## src/rtl/ped_request_ctrl.sv

```systemverilog
// ped_request_ctrl
//   Front end for the pedestrian countdown counter. Debounces the raw
//   walk-request and pause buttons, latches walk requests, drives a
//   change_state request level until the counter acknowledges with pattern,
//   abandons unacknowledged requests after a timeout, and enforces a
//   cooldown after each walk phase.
//
// Ports
//   clk          system clock (shared with the countdown counter)
//   rst          synchronous reset, active-high
//   btn_req      raw walk-request button, active-high
//   btn_pause    raw pause button, active-high; each debounced press toggles pause
//   second[3:0]  countdown value from the counter (informational only)
//   pattern      walk-figure flag from the counter, 1 = walk phase
//   change_state request level to the counter
//   pause        pause level to the counter
//   req_pending  a debounced request is latched and not yet served
//   fsm_state    current FSM state encoding (0 IDLE, 1 ARMED, 2 WALK, 3 COOLDOWN)
module ped_request_ctrl #(
  parameter int unsigned DEBOUNCE_CYCLES = 3,
  parameter int unsigned ACK_TIMEOUT     = 15,
  parameter int unsigned COOLDOWN_CYCLES = 5
) (
  input  logic       clk,
  input  logic       rst,
  input  logic       btn_req,
  input  logic       btn_pause,
  input  logic [3:0] second,
  input  logic       pattern,
  output logic       change_state,
  output logic       pause,
  output logic       req_pending,
  output logic [1:0] fsm_state
);

  localparam int unsigned MAX_AC = (ACK_TIMEOUT > COOLDOWN_CYCLES) ? ACK_TIMEOUT : COOLDOWN_CYCLES;
  localparam int unsigned MAX_ALL = (MAX_AC > DEBOUNCE_CYCLES) ? MAX_AC : DEBOUNCE_CYCLES;
  localparam int unsigned TW = $clog2(MAX_ALL + 1);

  localparam logic [TW-1:0] DB_LAST  = TW'(DEBOUNCE_CYCLES - 1);
  localparam logic [TW-1:0] ACK_LAST = TW'(ACK_TIMEOUT - 1);
  localparam logic [TW-1:0] CD_LAST  = TW'(COOLDOWN_CYCLES - 1);

  typedef enum logic [1:0] {
    IDLE     = 2'd0,
    ARMED    = 2'd1,
    WALK     = 2'd2,
    COOLDOWN = 2'd3
  } state_e;

  // Only pattern acknowledges a request; a nonzero countdown while
  // pattern is low must not move the FSM, so second is not decoded.
  logic second_unused;
  assign second_unused = ^second;

  // Index 0 = walk request button, index 1 = pause button.
  logic [1:0]    raw;
  logic [1:0]    db_lvl_q, db_lvl_d;
  logic [1:0]    db_rise_q, db_rise_d;
  logic [TW-1:0] db_cnt_q [2];
  logic [TW-1:0] db_cnt_d [2];

  state_e        state_q, state_d;
  // ARMED and COOLDOWN never overlap, so one timer serves as both the
  // acknowledge timer and the cooldown timer.
  logic [TW-1:0] tmr_q, tmr_d;
  logic          req_q, req_d;
  logic          pause_q, pause_d;

  assign raw = {btn_pause, btn_req};

  // State register
  always_ff @(posedge clk) begin
    if (rst) begin
      state_q     <= IDLE;
      tmr_q       <= '0;
      req_q       <= 1'b0;
      pause_q     <= 1'b0;
      db_lvl_q    <= '0;
      db_rise_q   <= '0;
      db_cnt_q[0] <= '0;
      db_cnt_q[1] <= '0;
    end else begin
      state_q     <= state_d;
      tmr_q       <= tmr_d;
      req_q       <= req_d;
      pause_q     <= pause_d;
      db_lvl_q    <= db_lvl_d;
      db_rise_q   <= db_rise_d;
      db_cnt_q[0] <= db_cnt_d[0];
      db_cnt_q[1] <= db_cnt_d[1];
    end
  end

  // Debounce: a raw level must differ from the accepted level for
  // DEBOUNCE_CYCLES consecutive samples before it is accepted. The rising
  // edge pulse is registered, so it acts on the cycle after acceptance.
  always_comb begin
    db_lvl_d  = db_lvl_q;
    db_rise_d = '0;
    for (int unsigned i = 0; i < 2; i++) begin
      db_cnt_d[i] = db_cnt_q[i];
      if (raw[i] == db_lvl_q[i]) begin
        db_cnt_d[i] = '0;
      end else if (db_cnt_q[i] >= DB_LAST) begin
        db_lvl_d[i] = raw[i];
        db_cnt_d[i] = '0;
      end else begin
        db_cnt_d[i] = db_cnt_q[i] + TW'(1);
      end
      db_rise_d[i] = db_lvl_d[i] & ~db_lvl_q[i];
    end
  end

  // Next-state logic
  always_comb begin
    state_d = state_q;
    tmr_d   = tmr_q;
    pause_d = pause_q ^ db_rise_q[1];
    // Requests latch in every state, paused or not.
    req_d   = req_q | db_rise_q[0];

    if (!pause_q) begin
      unique case (state_q)
        IDLE: begin
          if (req_q) begin
            state_d = ARMED;
            tmr_d   = '0;
            // A press accepted on the issuing cycle is a fresh request.
            req_d   = db_rise_q[0];
          end
        end
        ARMED: begin
          if (pattern) begin
            state_d = WALK;
          end else if (tmr_q >= ACK_LAST) begin
            state_d = IDLE;
          end else begin
            tmr_d = tmr_q + TW'(1);
          end
        end
        WALK: begin
          if (!pattern) begin
            state_d = COOLDOWN;
            tmr_d   = '0;
          end
        end
        COOLDOWN: begin
          if (tmr_q >= CD_LAST) begin
            state_d = IDLE;
          end else begin
            tmr_d = tmr_q + TW'(1);
          end
        end
        default: state_d = IDLE;
      endcase
    end
  end

  // Output logic
  always_comb begin
    change_state = (state_q == ARMED);
    pause        = pause_q;
    req_pending  = req_q;
    fsm_state    = state_q;
  end

endmodule

```

## config.mk

```make
export PLATFORM = sky130hd
export DESIGN_NAME = ped_request_ctrl
export DESIGN_NICKNAME = d
export VERILOG_FILES = /design/src/rtl/ped_request_ctrl.sv
export SDC_FILE = /design/constraint.sdc
export NUM_CORES = 1
export LEC_CHECK = 0
export BUFFER_PORTS_ARGS = -buffer_cell sky130_fd_sc_hd__buf_2
export CORE_UTILIZATION = 40
export CTS_CLUSTER_DIAMETER = 40
export DETAILED_ROUTE_END_ITERATION = 7
export SYNTH_ARGS = -nofsm -noshare
export SYNTH_HDL_FRONTEND = slang
export SYNTH_SLANG_ARGS = --single-unit
```

## constraint.sdc

```tcl
create_clock -name clk -period 1.35 [get_ports clk]
set_input_delay 0.0675 -clock clk [delete_from_list [all_inputs] [get_ports clk]]
set_output_delay 0.0675 -clock clk [all_outputs]
set_load 0.02 [all_outputs]
```

==> metrics.cfg <==
[clocking]
clockBufferDepth = 2
cts_root_buf = clkbuf_4
htreeDepth = 1
clk_pin_slew_ns = 0.10
hold_buffers = 0
clock-sinks = 20
numCtsBuffers = 3
cts_tree = yes
clk_latency_ns = 0.29

[floorplan]
start_util = 0.439
num_io_pins = 14
die_x_um = 49.1
coreArea_um2 = 2020
rows = 16
die-area_um2 = 2410
die_h_um = 49.1

[finish]
nFillCells = 182
syn2layout_area_growth_pct = 21.2
fin_area_um2 = 1070
layout-drive-gt1-share = 0.287
multi_input_area_um2 = 482
antenna_cells = 0
final_nets = 132
regArea_um2 = 405

[global_route]
grt_start_max_net_pins = 15
grt_overflow = 0
antenna_found_initial = 0
top_usage_layer = met2
grtUsageMet2 = 0.212
grt_pass1_vias = 643
grt_pass1_wl_um = 2540
grt_usage = 0.134
grt_use_met3 = 0.0187
grt_use_met1 = 0.174

[detailed_routing]
drt_pre_antenna_iters = 5
vias = 683
via_per_inst = 4.81
drc = 0
drt_iter0_markers = 10
totalWireLength_um = 1480
detail_route.wl_per_cell_um = 10.4
ant_nets = 0

[critical_path]
rr_worst_depth = 6
critPathCaptureType = register
worstSetupPathType = reg2reg
rrSetupSlack_ns = -0.03
path_max_fanout = 5
timing.rr.start = tmr_q[0]$_SDFFE_PP0P_
critPathCapture = tmr_q[1]$_SDFFE_PP0P_
cp-start-kind = register
required_ns = 1.57
crit_start = tmr_q[0]$_SDFFE_PP0P_
r2r-end = tmr_q[1]$_SDFFE_PP0P_
cp.arrival_ns = 1.60

[placed_design]
io_buffers = 9
post_dp_cell_area_um2 = 1020
gp_congestion = 0.798
post-dp-hpwl_um = 1090

[power_and_ir_drop]
ir_drop_uv = 761
power_w = 0.000991
p_switching_w = 0.000227
comb_power_share = 0.106
swShare = 0.229
leakage_nw = 0.468
intPower_w = 0.000764
share_clk_of_total_power = 0.263
powerDensity_nw_per_um2 = 922
pwr-share-seq = 0.630

[sta]
clock_skew_ns = 0.00414
finalHoldWorstSlack_ns = 0.0499
fin_ws_ns = -0.0274
finalSetupViolCount = 2
hold_viol = 0
fin_crit_sh = 1.02
fin_setup_tns_ns = -0.0512
grt_setup_unrepaired = yes
clock.fmax_mhz = 726
period_minus_slack_ns = 1.38
drv_slew = 0

[worst_hold_path]
hp-class = in2reg

[logic_synthesis]
synth_area_per_cell_um2 = 9.34
synth_warnings = 0
synth_cells = 95
synth_area_um2 = 887
synthDistinctLibCells = 33
ys_ff_latch = 20
synth_sequential_area_ratio = 0.451

[run]
max-cap-violations = 0

[status]
violations = negative setup slack
outcome = finished with violations

-- power groups by stage --
| stage | sequential (W) | clock (W) | combinational (W) |
|---|---|---|---|
| 2_1_floorplan | 0.000643 | 0 | 0.0000571 |
| 3_3_place_gp | 0.000637 | 0 | 0.000101 |
| 3_5_place_dp | 0.000638 | 0 | 0.000102 |
| 6_report | 0.000625 | 0.000261 | 0.000105 |
| 4_1_cts | 0.000624 | 0.000277 | 0.000104 |
| 5_1_grt | 0.000629 | 0.000301 | 0.000116 |
-- registers in the layout, indices dropped and copies added, names as in the netlist, named ones only --
name         flops
db_cnt_q         8
db_lvl_q         2
db_rise_q        2
fsm_state        1
pause            1
req_pending      1
tmr_q            4
-- Yosys cell counts --
cell | count | area [um^2]
nor2_1 | 15 | 56.3
nor2b_1 | 1 | 6.26
nand2b_1 | 1 | 6.26
inv_1 | 3 | 11.3
o211a_1 | 1 | 10.0
mux2i_1 | 2 | 20.0
o211ai_2 | 1 | 12.5
nand2_1 | 6 | 22.5
nor3_1 | 1 | 5.00
dfxtp_1 | 20 | 400
buf_4 | 1 | 7.51
a21oi_1 | 4 | 20.0
o21ai_0 | 1 | 5.00
ha_1 | 6 | 75.1
xnor2_1 | 5 | 43.8
o21ai_1 | 1 | 5.00
and2b_1 | 3 | 22.5
o211ai_1 | 1 | 7.51
o21a_1 | 1 | 7.51
nand3_1 | 3 | 15.0
nor4b_1 | 2 | 17.5
or3_1 | 2 | 12.5
o21ai_2 | 1 | 8.76
conb_1 | 1 | 3.75
nand4_1 | 2 | 12.5
a2bb2oi_1 | 1 | 8.76
buf_6 | 1 | 11.3
nand4b_1 | 1 | 8.76
nor4_1 | 2 | 12.5
or2_1 | 1 | 6.26
a31oi_1 | 2 | 12.5
nand2b_2 | 1 | 8.76
clkbuf_1 | 1 | 3.75
-- kinds of logic after synthesis --
kind of cell             Yosys count  synth area share
flip-flops                        20             0.451
XOR/XNOR                           5            0.0494
buffers and inverters              6            0.0381
adder cells (fa/ha/maj)            6            0.0846
AO/OA/AOI/OAI                     14             0.110
AND/OR/NAND/NOR                   41             0.240
multiplexers                       2            0.0226
other                              1           0.00423
-- per-layer routing --
| layer | vias up | wire length, um |
|---|---|---|
| li1 | 365 | - |
| met1 | 305 | 764 |
| met2 | 11 | 644 |
| met3 | 2 | 60 |
| met4 | 0 | 9 |
| met5 | - | 0 |
-- worst min path at each step --
stage                    from                 endpoint  slack [ns]  cells past startpoint
finish                btn_req   db_lvl_q[0]$_SDFF_PP0_        0.05                      3
global route        btn_pause  db_rise_q[1]$_SDFF_PP0_        0.05                      2
CTS                   btn_req   db_lvl_q[0]$_SDFF_PP0_        0.04                      3
detailed placement    btn_req   db_lvl_q[0]$_SDFF_PP0_        0.35                      3
global placement      btn_req   db_lvl_q[0]$_SDFF_PP0_        0.34                      3
floorplan                 rst  db_rise_q[0]$_SDFF_PP0_        0.14                      1
-- metrics by stage --
stage	worst slack, ns	util	std cells
floorplan	0.00221	-	96
global placement	-0.0199	0.504	138
detailed placement	-0.0378	0.504	138
CTS	-0.0439	0.524	142
global route	-0.141	0.532	142
finish	-0.0274	0.532	142
-- placed cells by master (no fill, tap or decap) --
master	n
nor3_1	1
o211ai_1	1
conb_1	2
buf_2	9
nand2_1	6
and2b_1	3
o211a_1	1
a2bb2oi_1	1
nand4b_1	1
a21oi_1	4
inv_1	2
a31oi_1	2
o21a_1	1
dfxtp_2	4
or2_1	1
nor4_2	2
nor2_1	15
nand3_1	3
buf_4	10
clkbuf_4	3
xnor2_1	5
nor2b_1	1
o21ai_1	1
o21ai_0	1
nor4b_1	2
mux2i_1	2
nand2b_1	1
o21ai_2	1
inv_2	1
ha_4	1
dfxtp_1	16
nand4_1	2
ha_1	5
o211ai_2	1
nand2b_2	1
or3_1	2
-- what timing repair did --
item | in CTS | in global routing
buffers inserted | 1 | 0
setup endpoints to repair | 3 | 7
gates resized for setup | 3 | 4
pin swaps | 7 | 4
-- worst max-delay path, stage by stage (launching register included) --
cell	delay (ns)
dfxtp_2	0.35
inv_2	0.05
ha_4	0.15
o211ai_2	0.17
nand4_1	0.20
or2_1	0.28
a21oi_1	0.11
-- layout make-up --
cell class / count / area share
clock buffers: 3 / 0.0210
flip-flops and latches: 20 / 0.377
inverters: 3 / 0.0105
multi-input cells: 70 / 0.448
well taps: 27 / 0.0314
repair buffers: 19 / 0.112
Note: power is estimated with default switching activity, not from simulation.
